`src/rtl/ext_sram_arbiter_pkg.sv`:
```
// Shared encodings for the external SRAM bus arbiter:
// FSM states, transfer sizes and requester ids.
package ext_sram_arbiter_pkg;

  typedef enum logic [2:0] {
    S_IDLE,
    S_A_LO,
    S_A_HI,
    S_D_LO,
    S_A_LO2,
    S_D_HI,
    S_ACK
  } state_e;

  localparam logic [1:0] SZ_BYTE = 2'd0;
  localparam logic [1:0] SZ_HALF = 2'd1;
  localparam logic [1:0] SZ_WORD = 2'd2;

  localparam logic REQ_CPU = 1'b0;
  localparam logic REQ_DMA = 1'b1;

endpackage

```
`src/rtl/ext_sram_arbiter_rr_arb2.sv`:
```
// Two-way round-robin grant. Ports: clk, rst, req[1:0],
// advance/adv_id (move pointer away from adv_id), gnt_valid, gnt_id.
module rr_arb2 (
  input  logic       clk,
  input  logic       rst,
  input  logic [1:0] req,
  input  logic       advance,
  input  logic       adv_id,
  output logic       gnt_valid,
  output logic       gnt_id
);

  logic ptr_q, ptr_d;

  always_comb begin
    gnt_valid = |req;
    gnt_id    = 1'b0;
    if (&req) gnt_id = ptr_q;
    else      gnt_id = req[1];
    ptr_d = ptr_q;
    if (advance) ptr_d = ~adv_id;
  end

  always_ff @(posedge clk) begin
    if (rst) ptr_q <= 1'b0;
    else     ptr_q <= ptr_d;
  end

endmodule

```
`src/rtl/ext_sram_arbiter.sv`:
```
// Shares the 16-bit muxed SRAM pad bus between CPU (0) and DMA (1).
// Ports: req/addr/we/size/wdata/ack per requester, rdata, busy, pad
// side bus_out/bus_in/le_lo/le_hi/OEb/WEb_lo/WEb_hi/bus_dir.
// Option EXTMEM_WAIT_EN stretches data phases by WAIT_CYCLES.
module ext_sram_arbiter #(
  parameter int unsigned WAIT_CYCLES = 1
) (
  input  logic        clk,
  input  logic        rst,
  input  logic        req0,
  input  logic        req1,
  input  logic [31:0] addr0,
  input  logic [31:0] addr1,
  input  logic        we0,
  input  logic        we1,
  input  logic [1:0]  size0,
  input  logic [1:0]  size1,
  input  logic [31:0] wdata0,
  input  logic [31:0] wdata1,
  output logic        ack0,
  output logic        ack1,
  output logic [31:0] rdata,
  output logic        busy,
  output logic [15:0] bus_out,
  input  logic [15:0] bus_in,
  output logic        le_lo,
  output logic        le_hi,
  output logic        OEb,
  output logic        WEb_lo,
  output logic        WEb_hi,
  output logic        bus_dir
);

  import ext_sram_arbiter_pkg::*;

  state_e      state_q, state_d;
  logic        gid_q, gid_d;
  logic [31:0] addr_q, addr_d;
  logic        we_q, we_d;
  logic [1:0]  size_q, size_d;
  logic [31:0] wdata_q, wdata_d;
  logic [31:0] rdata_q, rdata_d;
  logic [15:0] bus_q, bus_d;
  logic        oeb_q, oeb_d;
  logic        webl_q, webl_d;
  logic        webh_q, webh_d;
  logic        lel_q, lel_d;
  logic        leh_q, leh_d;
  logic        dir_q, dir_d;
  logic        ack0_q, ack0_d;
  logic        ack1_q, ack1_d;
  logic [15:0] hw;
  logic [7:0]  lane;
  logic        gnt_valid, gnt_id;
  logic        wait_done;

  rr_arb2 u_arb (
    .clk       (clk),
    .rst       (rst),
    .req       ({req1, req0}),
    .advance   (state_q == S_ACK),
    .adv_id    (gid_q),
    .gnt_valid (gnt_valid),
    .gnt_id    (gnt_id)
  );

`ifdef EXTMEM_WAIT_EN
  localparam int WCW =
    (WAIT_CYCLES > 0) ? $clog2(WAIT_CYCLES + 1) : 1;
  logic [WCW-1:0] wcnt_q, wcnt_d;

  assign wait_done = (wcnt_q == WCW'(WAIT_CYCLES));

  always_comb begin
    wcnt_d = '0;
    if ((state_q == S_D_LO || state_q == S_D_HI)
        && !wait_done)
      wcnt_d = wcnt_q + 1'b1;
  end

  always_ff @(posedge clk) begin
    if (rst) wcnt_q <= '0;
    else     wcnt_q <= wcnt_d;
  end
`else
  logic unused_wait;
  assign unused_wait = |WAIT_CYCLES;
  assign wait_done   = 1'b1;
`endif

  // Transfer sequencing; bus_in is sampled in the last data-phase cycle.
  always_comb begin
    state_d = state_q;
    gid_d   = gid_q;
    addr_d  = addr_q;
    we_d    = we_q;
    size_d  = size_q;
    wdata_d = wdata_q;
    rdata_d = rdata_q;
    lane    = addr_q[0] ? bus_in[15:8] : bus_in[7:0];
    unique case (state_q)
      S_IDLE: begin
        if (gnt_valid) begin
          gid_d   = gnt_id;
          addr_d  = gnt_id ? addr1 : addr0;
          we_d    = gnt_id ? we1 : we0;
          size_d  = gnt_id ? size1 : size0;
          wdata_d = gnt_id ? wdata1 : wdata0;
          rdata_d = '0;
          state_d = S_A_LO;
        end
      end
      S_A_LO:  state_d = S_A_HI;
      S_A_HI:  state_d = S_D_LO;
      S_D_LO: begin
        if (wait_done) begin
          if (!we_q)
            rdata_d = (size_q == SZ_BYTE) ?
                      {24'h0, lane} : {16'h0, bus_in};
          state_d = (size_q == SZ_BYTE || size_q == SZ_HALF) ?
                    S_ACK : S_A_LO2;
        end
      end
      S_A_LO2: state_d = S_D_HI;
      S_D_HI: begin
        if (wait_done) begin
          if (!we_q) rdata_d[31:16] = bus_in;
          state_d = S_ACK;
        end
      end
      S_ACK:   state_d = S_IDLE;
      default: state_d = S_IDLE;
    endcase
  end

  // Pad strobes are registered from the next state so they line up
  // with the state they belong to.
  always_comb begin
    bus_d  = '0;
    oeb_d  = 1'b1;
    webl_d = 1'b1;
    webh_d = 1'b1;
    lel_d  = 1'b0;
    leh_d  = 1'b0;
    hw     = (state_d == S_D_HI) ? wdata_d[31:16] : wdata_d[15:0];
    unique case (state_d)
      S_A_LO: begin
        bus_d = addr_d[16:1];
        lel_d = 1'b1;
      end
      S_A_HI: begin
        bus_d = {1'b0, addr_d[31:17]};
        leh_d = 1'b1;
      end
      S_A_LO2: begin
        bus_d = addr_d[16:1] | 16'd1;
        lel_d = 1'b1;
      end
      S_D_LO, S_D_HI: begin
        if (!we_d) begin
          oeb_d = 1'b0;
        end else if (size_d == SZ_BYTE) begin
          bus_d  = addr_d[0] ? {wdata_d[7:0], 8'h00}
                             : {8'h00, wdata_d[7:0]};
          webh_d = ~addr_d[0];
          webl_d = addr_d[0];
        end else begin
          bus_d  = hw;
          webh_d = 1'b0;
          webl_d = 1'b0;
        end
      end
      default: ;
    endcase
    dir_d  = ~(lel_d | leh_d | ~webl_d | ~webh_d);
    ack0_d = (state_d == S_ACK) && (gid_d == REQ_CPU);
    ack1_d = (state_d == S_ACK) && (gid_d == REQ_DMA);
  end

  always_ff @(posedge clk) begin
    if (rst) begin
      state_q <= S_IDLE;
      gid_q   <= 1'b0;
      addr_q  <= '0;
      we_q    <= 1'b0;
      size_q  <= '0;
      wdata_q <= '0;
      rdata_q <= '0;
      bus_q   <= '0;
      oeb_q   <= 1'b1;
      webl_q  <= 1'b1;
      webh_q  <= 1'b1;
      lel_q   <= 1'b0;
      leh_q   <= 1'b0;
      dir_q   <= 1'b1;
      ack0_q  <= 1'b0;
      ack1_q  <= 1'b0;
    end else begin
      state_q <= state_d;
      gid_q   <= gid_d;
      addr_q  <= addr_d;
      we_q    <= we_d;
      size_q  <= size_d;
      wdata_q <= wdata_d;
      rdata_q <= rdata_d;
      bus_q   <= bus_d;
      oeb_q   <= oeb_d;
      webl_q  <= webl_d;
      webh_q  <= webh_d;
      lel_q   <= lel_d;
      leh_q   <= leh_d;
      dir_q   <= dir_d;
      ack0_q  <= ack0_d;
      ack1_q  <= ack1_d;
    end
  end

  // Latch enables are high-phase pulses for the '573 latches.
  assign le_lo   = lel_q & clk;
  assign le_hi   = leh_q & clk;
  assign bus_out = bus_q;
  assign OEb     = oeb_q;
  assign WEb_lo  = webl_q;
  assign WEb_hi  = webh_q;
  assign bus_dir = dir_q;
  assign ack0    = ack0_q;
  assign ack1    = ack1_q;
  assign rdata   = rdata_q;
  assign busy    = (state_q != S_IDLE);

endmodule

```
`config.mk`:
```
export PLATFORM = sky130hd
export DESIGN_NAME = ext_sram_arbiter
export DESIGN_NICKNAME = d
export VERILOG_FILES = /design/src/rtl/ext_sram_arbiter_pkg.sv /design/src/rtl/ext_sram_arbiter_rr_arb2.sv /design/src/rtl/ext_sram_arbiter.sv
export SDC_FILE = /design/constraint.sdc
export NUM_CORES = 1
export LEC_CHECK = 0
export BUFFER_PORTS_ARGS = -buffer_cell sky130_fd_sc_hd__buf_2
export CORE_MARGIN = 5
export CORE_UTILIZATION = 50
export CTS_CLUSTER_DIAMETER = 80
export DETAILED_ROUTE_END_ITERATION = 16
export PLACE_DENSITY = 0.86
export SLEW_MARGIN = 40
export SYNTH_ARGS = -nofsm -noshare
export SYNTH_HDL_FRONTEND = slang
export SYNTH_SLANG_ARGS = --single-unit
```
`constraint.sdc`:
```
create_clock -name clk -period 2.5 [get_ports clk]
set_input_delay 0.5 -clock clk [delete_from_list [all_inputs] [get_ports clk]]
set_output_delay 0.5 -clock clk [all_outputs]
set_load 0.02 [all_outputs]
```
# ---- Yosys cells after proc, flatten, opt, wreduce, memory -nomap -nowiden
# Index checks and enable logic that the tools add are counted.
dict set report totals {
  regBits 128
  n_memories 0
  output_inout_bits 57
  latch_bits 0
  ramBits 0
  word_cells 101
  romBits 0
}
dict set report classes {
  bitwise 12
  n_mux 39
  mul 0
  n_addsub 0
  div_mod_pow 0
  reduce_logical 16
  n_eq_ne 16
  n_shift 0
  order_cmp 0
}
# op n
set ops {}
lappend ops {{32-bit two-way mux} 8}
lappend ops {{16-bit two-way mux} 6}
lappend ops {{16-bit one-hot mux with 4 select lines} 1}
lappend ops {{16-bit one-hot mux with 3 select lines} 1}
lappend ops {{16-bit one-hot mux with 2 select lines} 1}
lappend ops {{3-bit equality test (second input constant)} 6}
lappend ops {{3-bit one-hot mux with 6 select lines} 1}
lappend ops {{1-bit two-way mux} 15}
lappend ops {{3-bit by 2-bit equality test with 1-bit output (second input constant)} 4}
lappend ops {{2-bit two-way mux} 4}
lappend ops {{8-bit two-way mux} 1}
lappend ops {{2-bit OR reduction} 4}
lappend ops {{1-bit inverter} 7}
lappend ops {{3-bit by 1-bit equality test with 1-bit output (second input constant)} 2}
lappend ops {{2-bit != test (second input constant)} 3}
lappend ops {{3-bit nonzero test} 2}
lappend ops {{2-bit zero test} 2}
lappend ops {{4-bit AND reduction} 1}
lappend ops {{3-bit zero test} 1}
lappend ops {{3-bit two-way mux} 1}
lappend ops {{1-bit OR} 3}
lappend ops {{3-bit AND reduction} 1}
lappend ops {{1-bit bitwise AND} 2}
lappend ops {{2-bit by 1-bit equality test with 1-bit output (second input constant)} 1}
lappend ops {{other kinds (4)} 5}

# ---- Depth between registers and ports, before layout
dict set report logic_depth {
  ltp_word 13
  ltp_mapped 10
  depth_no_buf 7
}

# ---- Hierarchy
# A second synthesis with hierarchy kept.
dict set report hier_totals {
  cells_unflattened 660
  area_unflattened_um2 5845.6
}
# module seq_area_each_um2 area_per_inst_um2 instances cells_each
set by_module_without_submodules {}
lappend by_module_without_submodules {ext_sram_arbiter 2522.4 5796.8 1 654}
lappend by_module_without_submodules {rr_arb2 20.0 48.8 1 6}

==> out/metrics.cfg <==
[drt]
drc=0
drt_wl_total_um=18170
routed_wire_length_per_instance_um=16.87
detail_route.first_pass.iterations=5
detail_route.vias_per_cell=5.709
final_antenna_net_count=0
drt_iter0_markers=657
routed-via-count=6149

[timing]
setup_viol=0
timing.slew.headroom_pct=54.44
tns_setup_ps=0
report.final.hold_viol_count=0
final_max_slew_viol_count=0
tightest_slew_ps=683.3
part_of_the_cycle_the_worst_path_needs_pct=95.12
grt_setup_unrepaired=no
finalClockSkew_ps=8.697
max_fclk_mhz=420.5
final_period_minus_worst_setup_slack_ps=2378

[setup_path]
max_stage_delay_ps=640
timing.critical_path.cells=nor3_4 > nand3_1 > o211ai_4 > nand3b_4 > or4_4 > o211ai_1
crit_family=simple AND/OR/NAND/NOR gates
critPathRequiredTime_ps=2930
worstPathMaxFanout=11
crit_slowest_cell=dfxtp_1
end_kind=flop
worstPathBufferInverterCount=0
worst_setup_path_start_kind=flop
arrival_ps=2810
type_of_the_setup_path_with_the_least_slack=reg -> reg

[clocking]
tritoncts=done
clkTransAtPathRegs_ps=50
clkLatencyLatePin_ps=520

[logic_synthesis]
syn-num-nets=871
synth-main-ff-cell=dfxtp_1
seq_area_frac_synth_pct=44.30
synth_area_per_cell_um2=8.067
postSynthRegisterBits=128
netlist.area_leader.share_pct=44.30
synth-edff-count=0
synth_cell_types=60
synthesis.yosys.warnings=0
post_syn_instances=717
syn-cell-area_um2=5784
synthArstFlopShare_pct=0
yosysMostFrequentCell=nand2_1
synth.top_cells.by_area=dfxtp_1 (44%), nand2_1 (9.7%), nor2_1 (6.9%)
synth.cells.most_frequent=nand2_1 (150), dfxtp_1 (128), nor2_1 (106), a21oi_1 (40), a311oi_1 (35)
post-synth-top-area-cell=dfxtp_1

[pwr]
power.density_nw_per_um2=844.8
power.leakage_nw=3.464
worst_ir_drop_vdd_uv=494.1

[floorplan]
io_pins=211
row_count=39
die_h_um=117.6
start_util_pct=50.87
dieArea_um2=13820
placeableCoreArea_um2=11370
dieWidth_um=117.6

[grt]
global_route_wire_length_before_repair_um=28910
grt_start_max_net_pins=61
grt-ovfl-total=0
antenna_found_initial=2
track_usage_pct=25.50
first_global_vias=5746

[cells_and_area]
area_delta_synth_final_pct=33.35
register_area_um2=2562
fillCellCount=921
drive_gt1_share_pct=31.44
instances_no_fill=1077
multi_input_comb_area_um2=2960
fin_nets=1073

[min_path]
timing.hold.worst.class=in -> reg

[placed_design]
dp.cells=1038
detailed_place_hpwl_um=12950
gp_congestion=0.8632
io_buffers=210

[run]
timing.max_cap.violations=0

[run_status]
status=completed

==> stage by stage <==
stage / utilization, % / area, µm² / setup slack [ps] / hold WS (ps) / total power, mW
finish: 67.84 / 7714 / 122.1 / 218.0 / 6.517
global placement: 61.29 / 6968 / 250.7 / 435.6 / 3.621
CTS: 67.70 / 7697 / 160.7 / 203.1 / 6.512
floorplan: - / 5784 / 373.8 / 430.8 / 3.210
detailed placement: 61.40 / 6980 / 178.2 / 442.9 / 3.647
global route: 67.84 / 7714 / 6.523 / 208.6 / 6.785
==> sequential cells by signal, summed over array words and instances (netlist names) <==
name,cells
lel_q,1
ack1,1
WEb_lo,1
we_q,1
ack0,1
addr_q,32
OEb,1
bus_dir,1
wdata_q,32
u_arb.ptr_q,1
gid_q,1
WEb_hi,1
leh_q,1
size_q,2
bus_out,16
rdata,32
state_q,3
==> final cells by class <==
type | count | area share, %
antenna | 2 | 0.06488
clock buffer | 29 | 7.753
clock inverter | 9 | 1.671
inverter | 5 | 0.2433
multi-input combinational | 529 | 38.38
sequential | 128 | 33.22
tap | 143 | 2.320
timing repair buffer | 232 | 16.35
==> routing by layer <==
metal  global-route usage [%]  routed length, µm  up-vias
li1                         -                  -     2925
met4                    10.47                433        0
met3                    6.728               1685       44
met2                    40.17               8624      319
met1                    33.15               7430     2861
met5                        0                  0        -
==> placed cells by master, fill, tap and decap left out, drive strengths merged, types with 8 or more instances in the layout <==
cell	synthesis	final
nor2	108	108
nor2b	17	17
a311oi	35	35
dfxtp	128	128
buf	30	234
a22oi	11	11
nor3	8	8
clkbuf	25	27
mux2i	22	22
a211oi	14	14
a21oi	40	40
nand3	27	27
a31oi	14	14
nand2	150	150
o21ai	15	15
==> report_power, final <==
group          internal, mW  leakage [nW]  total [mW]  switching (mW)
sequential             2.25          1.05        2.35           0.105
combinational         0.509          2.05        1.28           0.767
clock                  1.95         0.365        2.89           0.938
==> timing repair <==
| action | CTS | global route |
|---|---|---|
| setup endpoints to repair | 0 | 5 |
| hold buffers | 0 | 0 |
| resized for setup | 0 | 1 |
| buffers inserted | 0 | 1 |
| hold endpoints to repair | 0 | 0 |
==> final timing paths <==
path                            startpoint          end  slack (ps)  depth (start not counted)
worst max-delay path            state_q[1]  bus_out[11]         120                          6
worst min-delay path                   rst     rdata[7]         220                          2
worst max register to register  state_q[1]  bus_out[11]         120                          6
worst min register to register   rdata[30]    rdata[30]         450                          2
==> logic make-up (layout without fill, tap and decap cells) <==
logic type / after synthesis / count (layout) / share of synthesized area (%)
xor gates and xnor gates: 1 / 1 / 0.2813
and+or+nand+nor: 335 / 335 / 25.18
DFF: 128 / 128 / 44.30
other: 0 / 2 / 0
AOI/OAI and AO/OA: 169 / 169 / 21.07
muxes: 24 / 24 / 4.196
buffers and inverters: 60 / 275 / 4.975
Note: power is estimated with default switching activity, not from simulation.
